`src/rtl/wall_map_writer_pkg.sv`:
```
// Shared constants, types and helpers for the wall bitmap write path.
package wall_pkg;

  localparam int ROW_W    = 640;  // bits per wall row (screen width)
  localparam int NUM_ROWS = 480;  // rows in wall RAM (screen height)
  localparam int BLK      = 16;   // block edge in pixels
  localparam int ADDR_W   = 10;   // row address / coordinate width

  typedef logic [ROW_W-1:0]  wall_row_t;
  typedef logic [ADDR_W-1:0] coord_t;

  typedef enum logic [2:0] {
    IDLE = 3'd0,
    RD   = 3'd1,
    WAIT = 3'd2,
    WR   = 3'd3,
    DONE = 3'd4
  } writer_state_t;

  // A block command is legal only if its top-left pixel lies on screen.
  function automatic logic cmd_in_range(input coord_t x, input coord_t y);
    return (x < coord_t'(ROW_W)) && (y < coord_t'(NUM_ROWS));
  endfunction

endpackage

```
`src/rtl/wall_map_writer_if.sv`:
```
// Command handshake, wall RAM port and status flags of the wall map writer.
interface wall_map_writer_if;
  import wall_pkg::*;

  logic      Cmd_Valid;
  logic      Cmd_Ready;
  logic      Cmd_Op;
  coord_t    Cmd_X;
  coord_t    Cmd_Y;
  coord_t    Ram_Addr;
  logic      Ram_Rd_En;
  wall_row_t Ram_Rd_Data;
  logic      Ram_Wr_En;
  wall_row_t Ram_Wr_Data;
  logic      Busy;
  logic      Done;
  logic      Err;

  // Writer side.
  modport slave (
    input  Cmd_Valid, Cmd_Op, Cmd_X, Cmd_Y, Ram_Rd_Data,
    output Cmd_Ready, Ram_Addr, Ram_Rd_En, Ram_Wr_En, Ram_Wr_Data, Busy, Done, Err
  );

  // Requester / RAM side.
  modport master (
    output Cmd_Valid, Cmd_Op, Cmd_X, Cmd_Y, Ram_Rd_Data,
    input  Cmd_Ready, Ram_Addr, Ram_Rd_En, Ram_Wr_En, Ram_Wr_Data, Busy, Done, Err
  );

endinterface

```
`src/rtl/wall_map_writer_row_mask.sv`:
```
// Column mask for one 16-pixel-wide block, clipped at the right screen edge.
module wall_row_mask
  import wall_pkg::*;
(
  input  coord_t    x,
  output wall_row_t mask
);

  logic [10:0] lo_s;
  logic [10:0] hi_s;

  // 11-bit bounds so x+15 never wraps; columns past ROW_W-1 simply do not exist.
  always_comb begin
    lo_s = {1'b0, x};
    hi_s = {1'b0, x} + 11'(BLK - 1);
    mask = '0;
    for (int i = 0; i < ROW_W; i++) begin
      mask[i] = (11'(i) >= lo_s) && (11'(i) <= hi_s);
    end
  end

endmodule

```
`src/rtl/wall_map_writer.sv`:
```
// Row-by-row read-modify-write of a 16x16 set/clear block into the wall RAM.
module wall_map_writer
  import wall_pkg::*;
(
  input  logic               Clk,
  input  logic               Reset_n,
  wall_map_writer_if.slave   bus
);

  writer_state_t state_r, next_state_s;

  logic      op_r;
  coord_t    x_r, y_r;
  logic [3:0] row_r;
  wall_row_t mask_s;
  logic      cmd_ok_s, last_row_s;

  logic      rdy_r, busy_r, done_r, err_r, rd_en_r, wr_en_r;
  coord_t    addr_r;
  wall_row_t wr_data_r;

  logic      rdy_s, busy_s, done_s, err_s, rd_en_s, wr_en_s;
  coord_t    addr_s;
  wall_row_t wr_data_s;

  wall_row_mask u_mask (.x(x_r), .mask(mask_s));

  assign cmd_ok_s   = cmd_in_range(bus.Cmd_X, bus.Cmd_Y);
  // In WR the address register holds Y+row, so it doubles as the bottom-edge test.
  assign last_row_s = (row_r == 4'(BLK - 1)) || (addr_r == coord_t'(NUM_ROWS - 1));

  // State register.
  always_ff @(posedge Clk or negedge Reset_n) begin
    if (!Reset_n) begin
      state_r <= IDLE;
    end else begin
      state_r <= next_state_s;
    end
  end

  // Next-state logic; Cmd_Ready is high exactly in IDLE, so Cmd_Valid alone accepts there.
  always_comb begin
    next_state_s = state_r;
    case (state_r)
      IDLE: begin
        if (bus.Cmd_Valid) begin
          if (cmd_ok_s) begin
            next_state_s = RD;
          end else begin
            next_state_s = DONE;
          end
        end else begin
          next_state_s = IDLE;
        end
      end
      RD:   next_state_s = WAIT;
      WAIT: next_state_s = WR;
      WR: begin
        if (last_row_s) begin
          next_state_s = DONE;
        end else begin
          next_state_s = RD;
        end
      end
      DONE:    next_state_s = IDLE;
      default: next_state_s = IDLE;
    endcase
  end

  // Output values for the coming cycle, decoded from the next state so all outputs are registered.
  always_comb begin
    rdy_s     = (next_state_s == IDLE);
    busy_s    = (next_state_s != IDLE);
    done_s    = (next_state_s == DONE);
    err_s     = (state_r == IDLE) && (next_state_s == DONE);
    rd_en_s   = 1'b0;
    wr_en_s   = 1'b0;
    addr_s    = addr_r;
    wr_data_s = wr_data_r;
    case (next_state_s)
      RD: begin
        rd_en_s = 1'b1;
        if (state_r == IDLE) begin
          addr_s = bus.Cmd_Y;
        end else begin
          addr_s = coord_t'(y_r + coord_t'(row_r) + 10'd1);
        end
      end
      WR: begin
        wr_en_s = 1'b1;
        if (op_r) begin
          wr_data_s = bus.Ram_Rd_Data | mask_s;
        end else begin
          wr_data_s = bus.Ram_Rd_Data & ~mask_s;
        end
      end
      default: begin
        addr_s    = addr_r;
        wr_data_s = wr_data_r;
      end
    endcase
  end

  // Latched command and row counter.
  always_ff @(posedge Clk or negedge Reset_n) begin
    if (!Reset_n) begin
      op_r  <= 1'b0;
      x_r   <= '0;
      y_r   <= '0;
      row_r <= 4'd0;
    end else if (state_r == IDLE && bus.Cmd_Valid) begin
      op_r  <= bus.Cmd_Op;
      x_r   <= bus.Cmd_X;
      y_r   <= bus.Cmd_Y;
      row_r <= 4'd0;
    end else if (state_r == WR && !last_row_s) begin
      row_r <= row_r + 4'd1;
    end else begin
      row_r <= row_r;
    end
  end

  // Output registers.
  always_ff @(posedge Clk or negedge Reset_n) begin
    if (!Reset_n) begin
      rdy_r     <= 1'b1;
      busy_r    <= 1'b0;
      done_r    <= 1'b0;
      err_r     <= 1'b0;
      rd_en_r   <= 1'b0;
      wr_en_r   <= 1'b0;
      addr_r    <= '0;
      wr_data_r <= '0;
    end else begin
      rdy_r     <= rdy_s;
      busy_r    <= busy_s;
      done_r    <= done_s;
      err_r     <= err_s;
      rd_en_r   <= rd_en_s;
      wr_en_r   <= wr_en_s;
      addr_r    <= addr_s;
      wr_data_r <= wr_data_s;
    end
  end

  assign bus.Cmd_Ready   = rdy_r;
  assign bus.Busy        = busy_r;
  assign bus.Done        = done_r;
  assign bus.Err         = err_r;
  assign bus.Ram_Rd_En   = rd_en_r;
  assign bus.Ram_Wr_En   = wr_en_r;
  assign bus.Ram_Addr    = addr_r;
  assign bus.Ram_Wr_Data = wr_data_r;

endmodule
```
`src/flat_wrapper.sv`:
```
// flat-port wrapper written by rule: the top's interface ports become plain ports
module wall_map_writer_flat import wall_pkg::*;
  (Clk, Reset_n, bus_Cmd_Valid, bus_Cmd_Op, bus_Cmd_X, bus_Cmd_Y, bus_Ram_Rd_Data, bus_Cmd_Ready, bus_Ram_Addr, bus_Ram_Rd_En, bus_Ram_Wr_En, bus_Ram_Wr_Data, bus_Busy, bus_Done, bus_Err);
  wall_map_writer_if bus_i ();
  input  logic Clk;
  input  logic Reset_n;
  input wire logic [$bits(bus_i.Cmd_Valid)-1:0] bus_Cmd_Valid;
  input wire logic [$bits(bus_i.Cmd_Op)-1:0] bus_Cmd_Op;
  input wire logic [$bits(bus_i.Cmd_X)-1:0] bus_Cmd_X;
  input wire logic [$bits(bus_i.Cmd_Y)-1:0] bus_Cmd_Y;
  input wire logic [$bits(bus_i.Ram_Rd_Data)-1:0] bus_Ram_Rd_Data;
  output wire logic [$bits(bus_i.Cmd_Ready)-1:0] bus_Cmd_Ready;
  output wire logic [$bits(bus_i.Ram_Addr)-1:0] bus_Ram_Addr;
  output wire logic [$bits(bus_i.Ram_Rd_En)-1:0] bus_Ram_Rd_En;
  output wire logic [$bits(bus_i.Ram_Wr_En)-1:0] bus_Ram_Wr_En;
  output wire logic [$bits(bus_i.Ram_Wr_Data)-1:0] bus_Ram_Wr_Data;
  output wire logic [$bits(bus_i.Busy)-1:0] bus_Busy;
  output wire logic [$bits(bus_i.Done)-1:0] bus_Done;
  output wire logic [$bits(bus_i.Err)-1:0] bus_Err;
  assign bus_i.Cmd_Valid = bus_Cmd_Valid;
  assign bus_i.Cmd_Op = bus_Cmd_Op;
  assign bus_i.Cmd_X = bus_Cmd_X;
  assign bus_i.Cmd_Y = bus_Cmd_Y;
  assign bus_i.Ram_Rd_Data = bus_Ram_Rd_Data;
  assign bus_Cmd_Ready = bus_i.Cmd_Ready;
  assign bus_Ram_Addr = bus_i.Ram_Addr;
  assign bus_Ram_Rd_En = bus_i.Ram_Rd_En;
  assign bus_Ram_Wr_En = bus_i.Ram_Wr_En;
  assign bus_Ram_Wr_Data = bus_i.Ram_Wr_Data;
  assign bus_Busy = bus_i.Busy;
  assign bus_Done = bus_i.Done;
  assign bus_Err = bus_i.Err;
  wall_map_writer u_core (.Clk(Clk), .Reset_n(Reset_n), .bus(bus_i));
endmodule
```
`config.mk`:
```
export PLATFORM = sky130hd
export DESIGN_NAME = wall_map_writer_flat
export DESIGN_NICKNAME = d
export VERILOG_FILES = /design/src/rtl/wall_map_writer_pkg.sv /design/src/rtl/wall_map_writer_if.sv /design/src/rtl/wall_map_writer_row_mask.sv /design/src/rtl/wall_map_writer.sv /design/src/flat_wrapper.sv
export SDC_FILE = /design/constraint.sdc
export NUM_CORES = 2
export LEC_CHECK = 0
export BUFFER_PORTS_ARGS = -buffer_cell sky130_fd_sc_hd__buf_2
export CAP_MARGIN = 0
export CORE_AREA = 2 2 512 514
export DETAILED_ROUTE_END_ITERATION = 7
export DIE_AREA = 0 0 514 516
export PLACE_DENSITY = 0.44
export SLEW_MARGIN = 20
export SYNTH_ARGS = -nofsm -noshare
export SYNTH_HDL_FRONTEND = slang
export SYNTH_SLANG_ARGS = --single-unit
```
`constraint.sdc`:
```
create_clock -name Clk -period 6.3 [get_ports Clk]
set_input_delay 0.63 -clock Clk [delete_from_list [all_inputs] [get_ports Clk]]
set_output_delay 0.63 -clock Clk [all_outputs]
set_load 0.01 [all_outputs]
```
==> Word level (Yosys, flattened, before mapping) <==
Cells that the tools add are included.
{ "classes": {"magnitude_cmp": 1282, "muxes": 10, "n_bitwise": 3, "addsub": 4, "eq_ne": 8, "reduce_logical": 650} }
{ "ops": {"columns": ["operator", "n"], "rows": [
  ["$le 9x11->1 const A", 256],
  ["$ge 9x10->1 const A", 256],
  ["$le 10x11->1 const A", 128],
  ["$le 8x11->1 const A", 128],
  ["$ge 10x10->1 const A", 128],
  ["$ge 8x10->1 const A", 128],
  ["$le 7x11->1 const A", 64],
  ["$logic_and 1x1->1", 644],
  ["$and 640x640->640", 1],
  ["$ge 7x10->1 const A", 64],
  ["$mux 640", 1],
  ["$not 640->640", 1],
  ["$or 640x640->640", 1],
  ["$le 6x11->1 const A", 32],
  ["$ge 6x10->1 const A", 32],
  ["$le 5x11->1 const A", 16],
  ["$ge 5x10->1 const A", 16],
  ["$le 4x11->1 const A", 8],
  ["$ge 4x10->1 const A", 8],
  ["$le 3x11->1 const A", 4],
  ["$ge 3x10->1 const A", 4],
  ["$le 1x11->1 const A", 2],
  ["$le 2x11->1 const A", 2],
  ["$ge 1x10->1 const A", 2],
  ["other kinds (22)", 31]
]} }
{ "totals": {"regBits": 684, "word_cells": 1970, "in_bits": 664, "output_inout_bits": 656} }

==> Depth between registers and ports, before layout <==
{ "logic_depth": {"depth_word": 7, "ltp_mapped": 17, "mapped_depth_nobuf": 12} }

==> By module <==
A second synthesis with hierarchy kept.
{ "hier_totals": {"hier_cells": 6014, "hier_area_um2": 46847.4} }
{ "by_module_without_submodules": {"columns": ["module", "seq_area_each_um2", "n_inst", "area_per_inst_um2", "cells_per_inst"], "rows": [
  ["wall_map_writer", 17117.7, 1, 31134.9, 2986],
  ["wall_row_mask", 0.0, 1, 15712.6, 3028]
]} }

==> Least setup slack after synthesis <==
OpenSTA, ideal clock, no wires.
{ "synth_timing": {"path_type": "reg-to-reg", "from": "register u_core.x_r[1]", "to": "register u_core.wr_data_r[18], in the netlist u_core.bus.Ram_Wr_Data[18]", "t_required_ns": 6.159, "setup_time_ns": 0.141, "slack_ns": 2.183, "synth_period_minus_slack_ns": 4.117, "path_buffers": 4, "stages_incl_launch_ff": 16, "arrival_ns": 3.977, "cell_sequence": "dfrtp_1 -> buf_2 -> clkbuf_1 -> inv_1 -> clkbuf_1 -> ha_1 -> ha_1 -> clkbuf_1 -> or3b_2 -> a31oi_1 -> nand2_1 -> nor2_1 -> a221o_1 -> a21oi_1 -> o311ai_0 -> nand3_1"} }
{ "synth_between": {"elab_chain_cells": 6, "elab_cells_between_ends": 8, "classes_between": "1 x add/sub; 2 x order compare; 1 x mux; 3 x bitwise; 1 x reduce/logical"} }
{ "synth_rtl": {"columns": ["item", "line_no", "text"], "rows": [
  ["start: declaration", "wall_map_writer.sv:13", "coord_t x_r, y_r;"],
  ["start signal: assignment", "wall_map_writer.sv:113", "x_r <= bus.Cmd_X;"],
  ["$add 10x4->11", "wall_map_writer_row_mask.sv:15", "hi_s = {1'b0, x} + 11'(BLK - 1);"],
  ["$le 5x11->1", "wall_map_writer_row_mask.sv:18", "mask[i] = (11'(i) >= lo_s) && (11'(i) <= hi_s);"],
  ["$logic_and 1x1->1 *", "wall_map_writer_row_mask.sv:18", null],
  ["$not 640->640", "wall_map_writer.sv:94", "wr_data_s = bus.Ram_Rd_Data & ~mask_s;"],
  ["$and 640x640->640", "wall_map_writer.sv:94", null],
  ["$mux 640 *", "wall_map_writer.sv:91", "if (op_r) begin"],
  ["end signal: assignment", "wall_map_writer.sv:142", "wr_data_r <= wr_data_s;"],
  ["end: declaration", "wall_map_writer.sv:20", "wall_row_t wr_data_r;"]
]} }
Every way passes the cells marked *; elsewhere a longest branch is shown, timed or not.
A chain may end at the register's enable or synchronous reset.

==> Worst setup path in the final report <==
{ "layout_timing": {"from": "register u_core.x_r[0]", "to": "register u_core.wr_data_r[1], in the netlist u_core.bus.Ram_Wr_Data[1]"} }
{ "layout_between": {"elab_chain_cells": 6, "elab_cells_between_ends": 8, "classes_between": "1 x add/sub; 2 x order compare; 1 x mux; 3 x bitwise; 1 x reduce/logical"} }
{ "layout_rtl": {"columns": ["item", "line_no"], "rows": [
  ["$add 10x4->11", "wall_map_writer_row_mask.sv:15"],
  ["$le 1x11->1", "wall_map_writer_row_mask.sv:18"],
  ["$logic_and 1x1->1 *", "wall_map_writer_row_mask.sv:18"],
  ["$not 640->640", "wall_map_writer.sv:94"],
  ["$and 640x640->640", "wall_map_writer.sv:94"],
  ["$mux 640 *", "wall_map_writer.sv:91"]
]} }
Marked as above.

==> reports/qor.log <==
qor: sta.timing_worst_slew_pin_value 1.48 ns
qor: sta.clock_skew 0.0329 ns
qor: yosys.syn_avg_cell_area 7.64 um2
qor: yosys.syn_nets 7,007
qor: yosys.synth_warnings 0
qor: cts.ctsRootBufferMaster clkbuf_16
qor: cts.cts_tree done
qor: sta.count_of_final_max_slew_check_failures 0
qor: yosys.postSynthRegisterBits 684
qor: setup_path.cp-endpoint u_core.bus.Ram_Wr_Data[1]$_DFFE_PN0P_
qor: run.timing.max_cap.violations 0
qor: sta.max_freq 155 MHz
qor: yosys.ys_top_cells_by_count nand2_1, o21ai_0, dfrtp_1, nor2_1, a21oi_1
qor: setup_path.r2r-end u_core.bus.Ram_Wr_Data[1]$_DFFE_PN0P_
qor: floorplanning.starting_density 18.7%
qor: yosys.synth-seq-area-share 35.4%
qor: global_routing.global_route.usage.total 54.0%
qor: sta.finalHoldViolCount 0
qor: cts.clock_sink_count 684
qor: cts.ctsLongestPathBuffers 3
qor: setup_path.cp.required 7.00 ns
qor: yosys.synth_top_area_cell dfrtp_1
qor: setup_path.end_kind flop
qor: route.first_pass_iters 8
qor: setup_path.ff2ff_path_depth 12
qor: yosys.yosys-top-cells-area dfrtp_1, nand2_1, o21ai_0
qor: placement.dp_slack 0.534 ns
qor: cts.tritoncts.num_buffers 93
qor: setup_path.arrival 7.16 ns
qor: sta.layout_min_cycle_time 6.45 ns
qor: final_layout.area_growth_syn_to_layout 50.9%
qor: power.vdd_drop_max 457 uV
qor: global_routing.first_pass_grt_wire_length 901,000 um
qor: yosys.number_of_enable_flip_flop_cells_after_synthesis 0
qor: route.post_drt_via_cell_ratio 6.40
qor: route.wl_met1 286,000 um
qor: floorplanning.fp.coreArea 0.259 mm2
qor: sta.setup_tns -0.151 ns
qor: route.routed_len_inst 61.3 um
qor: global_routing.grt_start_max_net_pins 137
qor: cts.clk_pin_slew 0.07 ns
qor: placement.io_buffers 1,319
qor: placement.sum_of_net_half_perimeters_after_detailed_placement 596,000 um
qor: yosys.yosys.cell_count.top_type nand2_1
qor: route.via_count 77,571
qor: sta.min_period_over_period 102%
qor: route.drt.antenna.violating_nets 0
qor: floorplanning.floorplan.rows 187
qor: power.power.density 971 mW/mm2
qor: min_path.min-delay-path-class primary input to flop
qor: sta.setup_viol 1
qor: cts.cts.repair_timing.setup_buffer_count 0
qor: final_layout.drive_gt1_share 37.4%
qor: floorplanning.top_level_ports 1,320
qor: setup_path.timing.rr.start u_core.x_r[0]$_DFFE_PN0P_
qor: placement.post_dp_cell_area 0.0693 mm2
qor: sta.unrepaired_setup_endpoints_after_global_routing no
qor: route.initialDrtViolationCount 12,726
qor: floorplanning.chipHeight 516 um
qor: setup_path.path_max_fanout 19
qor: setup_path.timing.reg2reg.setup_slack -0.15 ns
qor: sta.slew_headroom 1.43%
qor: global_routing.first_global_vias 70,632
qor: final_layout.num-nets-final 9,177
qor: setup_path.start_to_end_type_of_the_worst_setup_path flop to flop
qor: yosys.synth_cells 6,330
qor: route.detail_route.drc_violations 0
qor: route.route.met2.wl 289,000 um
qor: sta.timing.final.ws_setup -0.151 ns
qor: setup_path.worstSetupStartpointType flop
qor: floorplanning.fp.dieArea 0.265 mm2
qor: power.static-leakage-power 31.6 nW
qor: yosys.synthesis.area 0.0484 mm2
qor: route.route.top_layer_used met5
qor: yosys.synth_cell_types 118
qor: yosys.synth-async-reset-ratio 100%
qor: final_layout.final_core_utilization 28.2%
qor: setup_path.worst_setup_path_startpoint u_core.x_r[0]$_DFFE_PN0P_
qor: run_status.outcome complete, but fails checks
qor: placement.place.detailed.instances 11,802
qor: route.route.final.wire_length 744,000 um
qor: yosys.ys.flop_type dfrtp_1
qor: global_routing.antenna_found_initial 215
qor: cts.worstSkewPairLatency 0.81 ns
qor: floorplanning.chipWidth 514 um
qor: route.routed-wl-met3 86,600 um
qor: global_routing.gr-total-overflow 0
qor: placement.gp_congestion 1.11
qor: final_layout.filler_free_cell_count_of_the_finished_design 12,126
qor: cts.htree_levels 3
qor: yosys.top_area_cell_type_share_of_the_netlist_area 35.3%
qor: run_status.violations negative setup slack
qor: final_layout.area_of_all_placed_cells_without_fillers 0.0730 mm2
## how the worst min path moves through the flow
| stage | to | slack, ns | cells past startpoint | start |
|---|---|---|---|---|
| 4_1_cts | u_core.bus.Ram_Wr_Data[352]$_DFFE_PN0P_ | 0.05 | 2 | bus_Ram_Rd_Data[352] |
| 6_report | u_core.bus.Ram_Wr_Data[352]$_DFFE_PN0P_ | 0.06 | 2 | bus_Ram_Rd_Data[352] |
| 3_3_place_gp | u_core.bus.Ram_Wr_Data[49]$_DFFE_PN0P_ | 0.46 | 2 | u_core.bus.Ram_Wr_Data[49]$_DFFE_PN0P_ |
| 3_5_place_dp | u_core.bus.Ram_Wr_Data[57]$_DFFE_PN0P_ | 0.47 | 2 | u_core.bus.Ram_Wr_Data[57]$_DFFE_PN0P_ |
| 5_1_grt | u_core.x_r[3]$_DFFE_PN0P_ | 0.08 | 2 | bus_Cmd_X[3] |
| 2_1_floorplan | u_core.bus.Busy$_DFF_PN0_ | 0.33 | 0 | Reset_n |
## stage by stage
stage | hold slack, ns | power, mW
2_1_floorplan | 0.334 | 23.9
6_report | 0.0635 | 70.9
4_1_cts | 0.0508 | 66.6
3_5_place_dp | 0.465 | 60.7
3_3_place_gp | 0.456 | 60.9
5_1_grt | 0.0772 | 68.7
## logic make-up (layout without fill, tap and decap cells)
group / count (synthesis) / after routing / share of synthesized area [%]
AND/OR/NAND/NOR: 2363 / 2363 / 21.5
AO/OA/AOI/OAI: 2356 / 2356 / 31.2
flip-flops: 684 / 684 / 35.4
buffers and inverters: 608 / 2854 / 5.24
multiplexers: 287 / 287 / 5.99
XOR/XNOR: 19 / 19 / 0.375
adder cells (fa/ha/maj): 13 / 13 / 0.352
other: 0 / 148 / 0
## worst max-delay path, stage by stage (launching register included)
cell,delay (ns)
dfrtp_2,0.61
inv_1,0.15
ha_1,0.32
buf_4,0.35
or3b_4,0.56
nor4_4,0.43
a21o_2,0.69
buf_4,0.33
nand4_1,0.92
a211oi_1,1.39
nor3_1,0.21
mux2i_1,0.18
o21ai_0,0.18
## cell type report
cell class	instances	area, um2
clock inverters	47	551
flip-flops and latches	684	17100
multi-input cells	5038	30000
fillers	28712	186000
inverters	23	93.8
repair buffers	2660	17900
diodes	148	370
clock buffers	124	2620
well taps	3402	4260
## where the power goes
part	leakage (nW)	switching, mW	internal, mW
clock	1.54	2.56	3.24
sequential	8.31	2.13	6.62
combinational	21.7	42.5	13.8
## state kept, by name, indices dropped and copies added (netlist names)
signal,count
u_core.bus.Ram_Wr_En,1
u_core.x_r,10
u_core.bus.Err,1
u_core.op_r,1
u_core.row_r,4
u_core.y_r,10
u_core.bus.Cmd_Ready,1
u_core.bus.Ram_Rd_En,1
u_core.bus.Busy,1
u_core.bus.Done,1
u_core.state_r,3
u_core.bus.Ram_Addr,10
u_core.bus.Ram_Wr_Data,640
## what timing repair did
action                                 4_1_cts  5_1_grt
setup endpoints to repair                    0        0
resized for setup                            0        0
hold buffers                                 1        0
endpoints found under the hold margin       61        0
## layout by cell type (no fill, tap or decap), drive strengths merged, types with 18 or more instances in the layout
cell type	Yosys	final
a21oi	541	541
dfrtp	683	683
mux2i	270	270
a311oi	28	28
nor3	190	190
a211oi	85	85
o22ai	82	82
clkinv	0	24
o211ai	270	270
a31o	31	31
o311ai	42	42
nand2b	25	25
clkbuf	415	124
diode	0	148
a2111oi	27	27
or2	18	18
nor4	47	47
o31ai	55	55
nand3	301	301
and2	19	19
a31oi	126	126
inv	23	30
a21o	19	19
a32o	20	20
a221o	46	46
nand2	1000	1000
and3	25	25
o221ai	34	34
nand4	37	37
o21ai	738	738
nor2	620	620
buf	170	2659
o21a	20	20
or3	30	30
a221oi	18	18
o32ai	26	26
## layer usage
layer,GRT usage (%),vias up
met5,0,-
met4,50.6,98
met3,22.6,2286
met2,72.6,7585
met1,63.9,39580
li1,-,28022
Note: power is estimated with default switching activity, not from simulation.
